### src/rtl/tqvp_spike_decoder.sv
// Spike-stream decoder: integrates a synchronized pulse/polarity train into an 8-bit intensity with leak toward a baseline.
// Define SPIKE_DEC_FIFO_EN to build the 4-entry sample FIFO and the STATUS register.
module tqvp_spike_decoder (
    input  logic       clk,
    input  logic       rst_n,
    input  logic [7:0] ui_in,
    output logic [7:0] uo_out,
    input  logic [3:0] address,
    input  logic       data_write,
    input  logic [7:0] data_in,
    output logic [7:0] data_out
);

    logic [1:0] sync1_reg, sync2_reg;
    logic       edge_reg;
    logic [7:0] recon_reg, recon_next;
    logic [7:0] step_reg, leak_reg, base_reg, evcnt_reg;
    logic [7:0] leak_cnt_reg, leak_cnt_next;
    logic       spike_event, spike_up, leak_tc;
    logic       wr_recon, wr_step, wr_leak, wr_base, wr_evcnt;
    logic [8:0] sum_up, diff_down;
    logic [7:0] up_val, down_val, leak_val;
    logic [7:0] fifo_head, status;
    logic       unused_ok;

    assign unused_ok = &{1'b0, ui_in[7:2]};

    always_ff @(posedge clk or negedge rst_n) begin
        if (!rst_n) begin
            sync1_reg <= 2'b00;
            sync2_reg <= 2'b00;
            edge_reg  <= 1'b0;
        end else begin
            sync1_reg <= ui_in[1:0];
            sync2_reg <= sync1_reg;
            edge_reg  <= sync2_reg[0];
        end
    end

    assign spike_event = sync2_reg[0] & ~edge_reg;
    assign spike_up    = sync2_reg[1];

    assign wr_recon = data_write && (address == 4'h0);
    assign wr_step  = data_write && (address == 4'h1);
    assign wr_leak  = data_write && (address == 4'h2);
    assign wr_base  = data_write && (address == 4'h3);
    assign wr_evcnt = data_write && (address == 4'h4);

    // 9-bit arithmetic; the top bit flags overflow (up) or borrow (down)
    assign sum_up    = {1'b0, recon_reg} + {1'b0, step_reg};
    assign diff_down = {1'b0, recon_reg} - {1'b0, step_reg};
    assign up_val    = sum_up[8] ? 8'hFF : sum_up[7:0];
    assign down_val  = diff_down[8] ? 8'h00 : diff_down[7:0];

    always_comb begin
        leak_val = recon_reg;
        if (recon_reg < base_reg)
            leak_val = recon_reg + 8'd1;
        else if (recon_reg > base_reg)
            leak_val = recon_reg - 8'd1;
    end

    assign leak_tc = (leak_reg != 8'd0) && (leak_cnt_reg == (leak_reg - 8'd1));

    // CPU write beats an event, which beats a leak step
    always_comb begin
        recon_next = recon_reg;
        if (wr_recon)
            recon_next = data_in;
        else if (spike_event)
            recon_next = spike_up ? up_val : down_val;
        else if (leak_tc)
            recon_next = leak_val;
    end

    always_comb begin
        leak_cnt_next = leak_cnt_reg + 8'd1;
        if (wr_leak || (leak_reg == 8'd0) || leak_tc)
            leak_cnt_next = 8'd0;
    end

    always_ff @(posedge clk or negedge rst_n) begin
        if (!rst_n) begin
            recon_reg    <= 8'd0;
            step_reg     <= 8'd20;
            leak_reg     <= 8'd0;
            base_reg     <= 8'd0;
            evcnt_reg    <= 8'd0;
            leak_cnt_reg <= 8'd0;
        end else begin
            recon_reg    <= recon_next;
            leak_cnt_reg <= leak_cnt_next;
            if (wr_step)
                step_reg <= data_in;
            if (wr_leak)
                leak_reg <= data_in;
            if (wr_base)
                base_reg <= data_in;
            if (wr_evcnt)
                evcnt_reg <= 8'd0;
            else if (spike_event)
                evcnt_reg <= evcnt_reg + 8'd1;
        end
    end

`ifdef SPIKE_DEC_FIFO_EN
    logic [7:0] fifo_mem [0:3];
    logic [1:0] rd_ptr_reg, wr_ptr_reg;
    logic [2:0] count_reg, count_next;
    logic       ovf_reg;
    logic       pop_ok, push_ok, ovf_set, wr_status;

    assign pop_ok    = data_write && (address == 4'h5) && (count_reg != 3'd0);
    // a pop in the same cycle frees the slot that a push into a full FIFO needs
    assign push_ok   = spike_event && ((count_reg != 3'd4) || pop_ok);
    assign ovf_set   = spike_event && !push_ok;
    assign wr_status = data_write && (address == 4'h6);

    always_comb begin
        count_next = count_reg;
        if (push_ok && !pop_ok)
            count_next = count_reg + 3'd1;
        else if (pop_ok && !push_ok)
            count_next = count_reg - 3'd1;
    end

    always_ff @(posedge clk) begin
        if (push_ok)
            fifo_mem[wr_ptr_reg] <= recon_next;
    end

    always_ff @(posedge clk or negedge rst_n) begin
        if (!rst_n) begin
            rd_ptr_reg <= 2'd0;
            wr_ptr_reg <= 2'd0;
            count_reg  <= 3'd0;
            ovf_reg    <= 1'b0;
        end else begin
            count_reg <= count_next;
            if (push_ok)
                wr_ptr_reg <= wr_ptr_reg + 2'd1;
            if (pop_ok)
                rd_ptr_reg <= rd_ptr_reg + 2'd1;
            if (ovf_set)
                ovf_reg <= 1'b1;
            else if (wr_status)
                ovf_reg <= 1'b0;
        end
    end

    assign fifo_head = (count_reg == 3'd0) ? 8'd0 : fifo_mem[rd_ptr_reg];
    assign status    = {2'b00, ovf_reg, (count_reg == 3'd4), (count_reg == 3'd0), count_reg};
`else
    assign fifo_head = 8'd0;
    assign status    = 8'd0;
`endif

    always_comb begin
        data_out = 8'd0;
        case (address)
            4'h0: data_out = recon_reg;
            4'h1: data_out = step_reg;
            4'h2: data_out = leak_reg;
            4'h3: data_out = base_reg;
            4'h4: data_out = evcnt_reg;
            4'h5: data_out = fifo_head;
            4'h6: data_out = status;
            default: data_out = 8'd0;
        endcase
    end

    assign uo_out = recon_reg;

endmodule

### config.mk
export PLATFORM = sky130hd
export DESIGN_NAME = tqvp_spike_decoder
export DESIGN_NICKNAME = d
export VERILOG_FILES = /design/src/rtl/tqvp_spike_decoder.sv
export SDC_FILE = /design/constraint.sdc
export NUM_CORES = 1
export LEC_CHECK = 0
export ABC_AREA = 1
export BUFFER_PORTS_ARGS = -buffer_cell sky130_fd_sc_hd__buf_4
export CELL_PAD_IN_SITES_DETAIL_PLACEMENT = 1
export CELL_PAD_IN_SITES_GLOBAL_PLACEMENT = 1
export CORE_ASPECT_RATIO = 1.75
export CORE_MARGIN = 1
export CORE_UTILIZATION = 42
export DETAILED_ROUTE_END_ITERATION = 10
export MAX_ROUTING_LAYER = met4
export PLACE_DENSITY = 0.8
export SYNTH_ARGS = -nofsm -noshare
export SYNTH_HDL_FRONTEND = slang
export SYNTH_SLANG_ARGS = --single-unit
### constraint.sdc
create_clock -name clk -period 4.66 [get_ports clk]
set_input_delay 0.932 -clock clk [delete_from_list [all_inputs] [get_ports clk]]
set_output_delay 0.932 -clock clk [all_outputs]
set_load 0.005 [all_outputs]
==> results.txt <==
The flow ran to the end, and the final reports show no timing, DRC or antenna violations. The arrival time at the worst endpoint is 3.45 ns. The total of endpoints with negative setup slack in the final report came out at 0. The number of enable-type register cells in the synthesized netlist came out at 0. The total length of routed wires came out at 14,100 µm. For this design, the sink count on the clock tree is 53. Measured against its own limit, the worst slew margin works out to 52.8%. The number of buffers added to fix hold violations after cts came out at 0.

For this run, the leading register cell type out of synthesis is dfrtp_1. The detailed-route DRC error count is 0. The part of the Yosys area used for sequential elements came out at a little under a third. The first-pass GRT wire length is 23,400 µm. The worst setup path is captured at a flip-flop.

The completed layout was analyzed and its total power is between 3000 and 4000 µW. Sorting the synthesized cells by area gives the leading types as dfrtp_1, nand2_1, ha_1. The starting density of the core came out at 43.8%. The top-level port count is 39. The wire-length estimate of the detail-placed layout is 11,500 µm. Static timing analysis puts the maximum clock frequency at 308 MHz. The startpoint class of the critical path is a flip-flop. The share of the clock period used by the worst path came out at 69.7%. Global routing finished with a remaining overflow of 0. The via count of the first global-routing pass came out at 4,845. The residual antenna-violating net count after detailed routing came out at 0. The number of diodes came out at 0. The peak supply drop came out at 0.307 mV.

The die span in x came out at 79.0 µm. The maximum root-to-sink buffer count came out at 2. The fraction of synthesis flops using an asynchronous set or reset pin came out at between 90% and 100%.

The placed cell area came out at between 4000 and 5000 µm². The library cell used most frequently in the layout, excluding fill and tap cells, is nand2_1. The overall track demand over capacity in global routing is 29.5%. Setup repair after global routing left no endpoint under its margin.

The number of resized instances in the post-cts repair step is 0. The distinct cell type count after synthesis came out at 45. The maximum net fanout on the critical path came out at 11.

Clock latency on the worst-skew pair, taken at its later pin, is 0.30 ns. The number of input and output port buffers inserted is 32. The utilization after layout is about 49%. The number of nets at the end of the flow came out at 726. The count of synthesis-stage warnings from yosys is 0. The setup TNS is 0 ns. Walking the worst path, the cells encountered are ha_1 > nand2_1 > nand2_1 > nand2_1 > nand2_1 > nand2_1 > nand2_1 > ha_1 > nand2_1 > inv_1 > nand4_1 > nand3_1 > or2_2 > nand3_1 > nand2_1 > inv_1 > nand2_1 > nand3_1 > nand2_1. The number of setup buffers added after CTS is 0. The TritonCTS clock tree is built. Dividing the detail-routed via count by the number of cells gives roughly 5.5.

The number of design-rule violations left by the first detailed-router iteration is 113. The fraction of final layout cells sized beyond drive strength 1 is 11.7%. The path category of the worst min-delay check is flip-flop to flip-flop. The classification of the worst setup path is flip-flop to flip-flop. The area share of the leading cell type in the synthesized netlist is 29.3%. The final max-slew violation count is 0.

The clock-pin slew on the worst setup and hold paths came out at ~0.080 ns. The leakage power summed over all cells is between 0.002 and 0.003 µW. The cell count after placement is 783. The post-synthesis cell type with the largest combined area is dfrtp_1. The synthesized cell area came out at 4360 µm². The H-tree was split into 2 levels.

From bottom edge to top edge, the die measures 137 µm. Together, buffers and inverters on the worst path number 2. The final critical-path required period is 3.25 ns. Among cell families on the critical path, the largest total delay comes from simple AND/OR/NAND/NOR gates.

In this design, the critical path's most frequently occurring cell is nand2_1. The count of state elements after synthesis is 53. The maximum number of pins on one net before global-route repair is 54. In the final routed layout, each cell accounts on average for roughly 18 µm. The slew at the pin closest to its max-slew limit is 0.708 ns. The worst setup skew after layout is 0.00926 ns. In this run the power density over the cells is 664 nW/µm². The placer's final routability congestion estimate is roughly 0.94. The area growth from synthesis to layout is 11.5%.

The number of antenna violations at the first check in global routing is 0. The number of vias after detailed routing is 4,369. The slowest stage of the critical path belongs to the cell dfrtp_1. In this run the standard cell core region covers around 10000 µm². CTS placed an instance of clkbuf_16 at the clock tree root. For the worst setup path, the data required time is a little under 5 ns. Buffers inserted during clock tree synthesis total 5. The total of max-cap violations is 0. Leaving out fill and tap cells, the most frequent cells in the layout are nand2_1, inv_1, dfrtp_1, o21ai_0, nand3_1.

The first detailed-routing pass took 4 iterations. The standard-cell row count is 48. For this run, the slowest stage of the critical path takes 0.67 ns. The post-route standard cell area excluding fillers came out at 4870 µm². The final hold violation count is 0. The die area is between 10,000 and 15,000 µm². Leaving out filler cells and counting taps, the final layout contains 791. The count of mapped cells out of synthesis is ~630. The synthesized area divided by synthesized cell count is 6.88 µm². The number of nets in the synthesized netlist came out at 695.
[layout make-up]
type / count / area [µm²]
Sequential cell: 53 / 1330
Fill cell: 1364 / 5100
Multi-Input combinational cell: 459 / 2550
Tap cell: 125 / 156
Clock inverter: 2 / 16.3
Clock buffer: 6 / 139
Inverter: 113 / 424
Timing Repair Buffer: 33 / 248
[worst reg2reg max path, delay by kind of cell, from the launching register on]
kind	cells	cell delay [ns]
adders and majority gates	2	0.81
buffers and inverters	2	0.12
DFF	1	0.67
and+or+nand+nor	15	1.57
[cell families after synthesis]
logic type / count (synthesis) / synth area share [%]
adder cells (fa/ha/maj): 38 / 11.4
AO/OA/AOI/OAI: 96 / 12.7
flip-flops: 53 / 30.5
AND/OR/NAND/NOR: 316 / 32.6
buffers and inverters: 122 / 11.0
XOR/XNOR: 9 / 1.81
[path summary, 6_finish.rpt]
kind	slack [ns]	to	from	cells after the start
max in group asynchronous	3.51	evcnt_reg[0]$_DFFE_PN0P_	rst_n	1
worst max-delay path	1.41	uo_out[6]$_DFFE_PN0P_	uo_out[1]$_DFFE_PN0P_	19
min in group asynchronous	0.68	leak_reg[6]$_DFFE_PN0P_	rst_n	1
worst min-delay path	0.35	sync2_reg[0]$_DFF_PN0_	sync1_reg[0]$_DFF_PN0_	0
worst max register to register	1.41	uo_out[6]$_DFFE_PN0P_	uo_out[1]$_DFFE_PN0P_	19
worst min register to register	0.35	sync2_reg[0]$_DFF_PN0_	sync1_reg[0]$_DFF_PN0_	0
[per-stage QoR]
stage / worst slack, ns / hold slack [ns]
floorplan: 2.03 / 0.331
global placement: 1.53 / 0.337
detailed placement: 1.44 / 0.341
CTS: 1.43 / 0.358
global route: 1.18 / 0.360
finish: 1.41 / 0.353
[layer usage]
layer,vias to the layer above,track usage (%),wire length [µm]
met3,63,2.40,307
met1,2103,26.8,4980
met2,108,57.7,8030
met4,0,17.5,827
li1,2095,-,-
met5,-,-,0
[synthesized netlist by cell type (3+ instances only)]
master	instances
nor2_2	3
a21oi_1	20
buf_2	5
nand2_2	5
o21ai_0	48
inv_2	10
nor3_2	3
nand3_2	3
a221oi_1	8
nand2_1	183
nand3_1	47
inv_1	102
ha_1	35
nand4_1	8
o21ai_1	3
fa_1	3
o22ai_1	6
xor2_1	7
o211ai_1	3
nor3_1	7
dfrtp_1	51
nor3b_1	3
nor2_1	42
[power breakdown]
group	switching, µW	total (µW)	internal [µW]
Clock	182	398	216
Combinational	1270	2030	753
Sequential	216	808	593
Total	1670	3230	1560
Power figures use the tool's default switching activity.
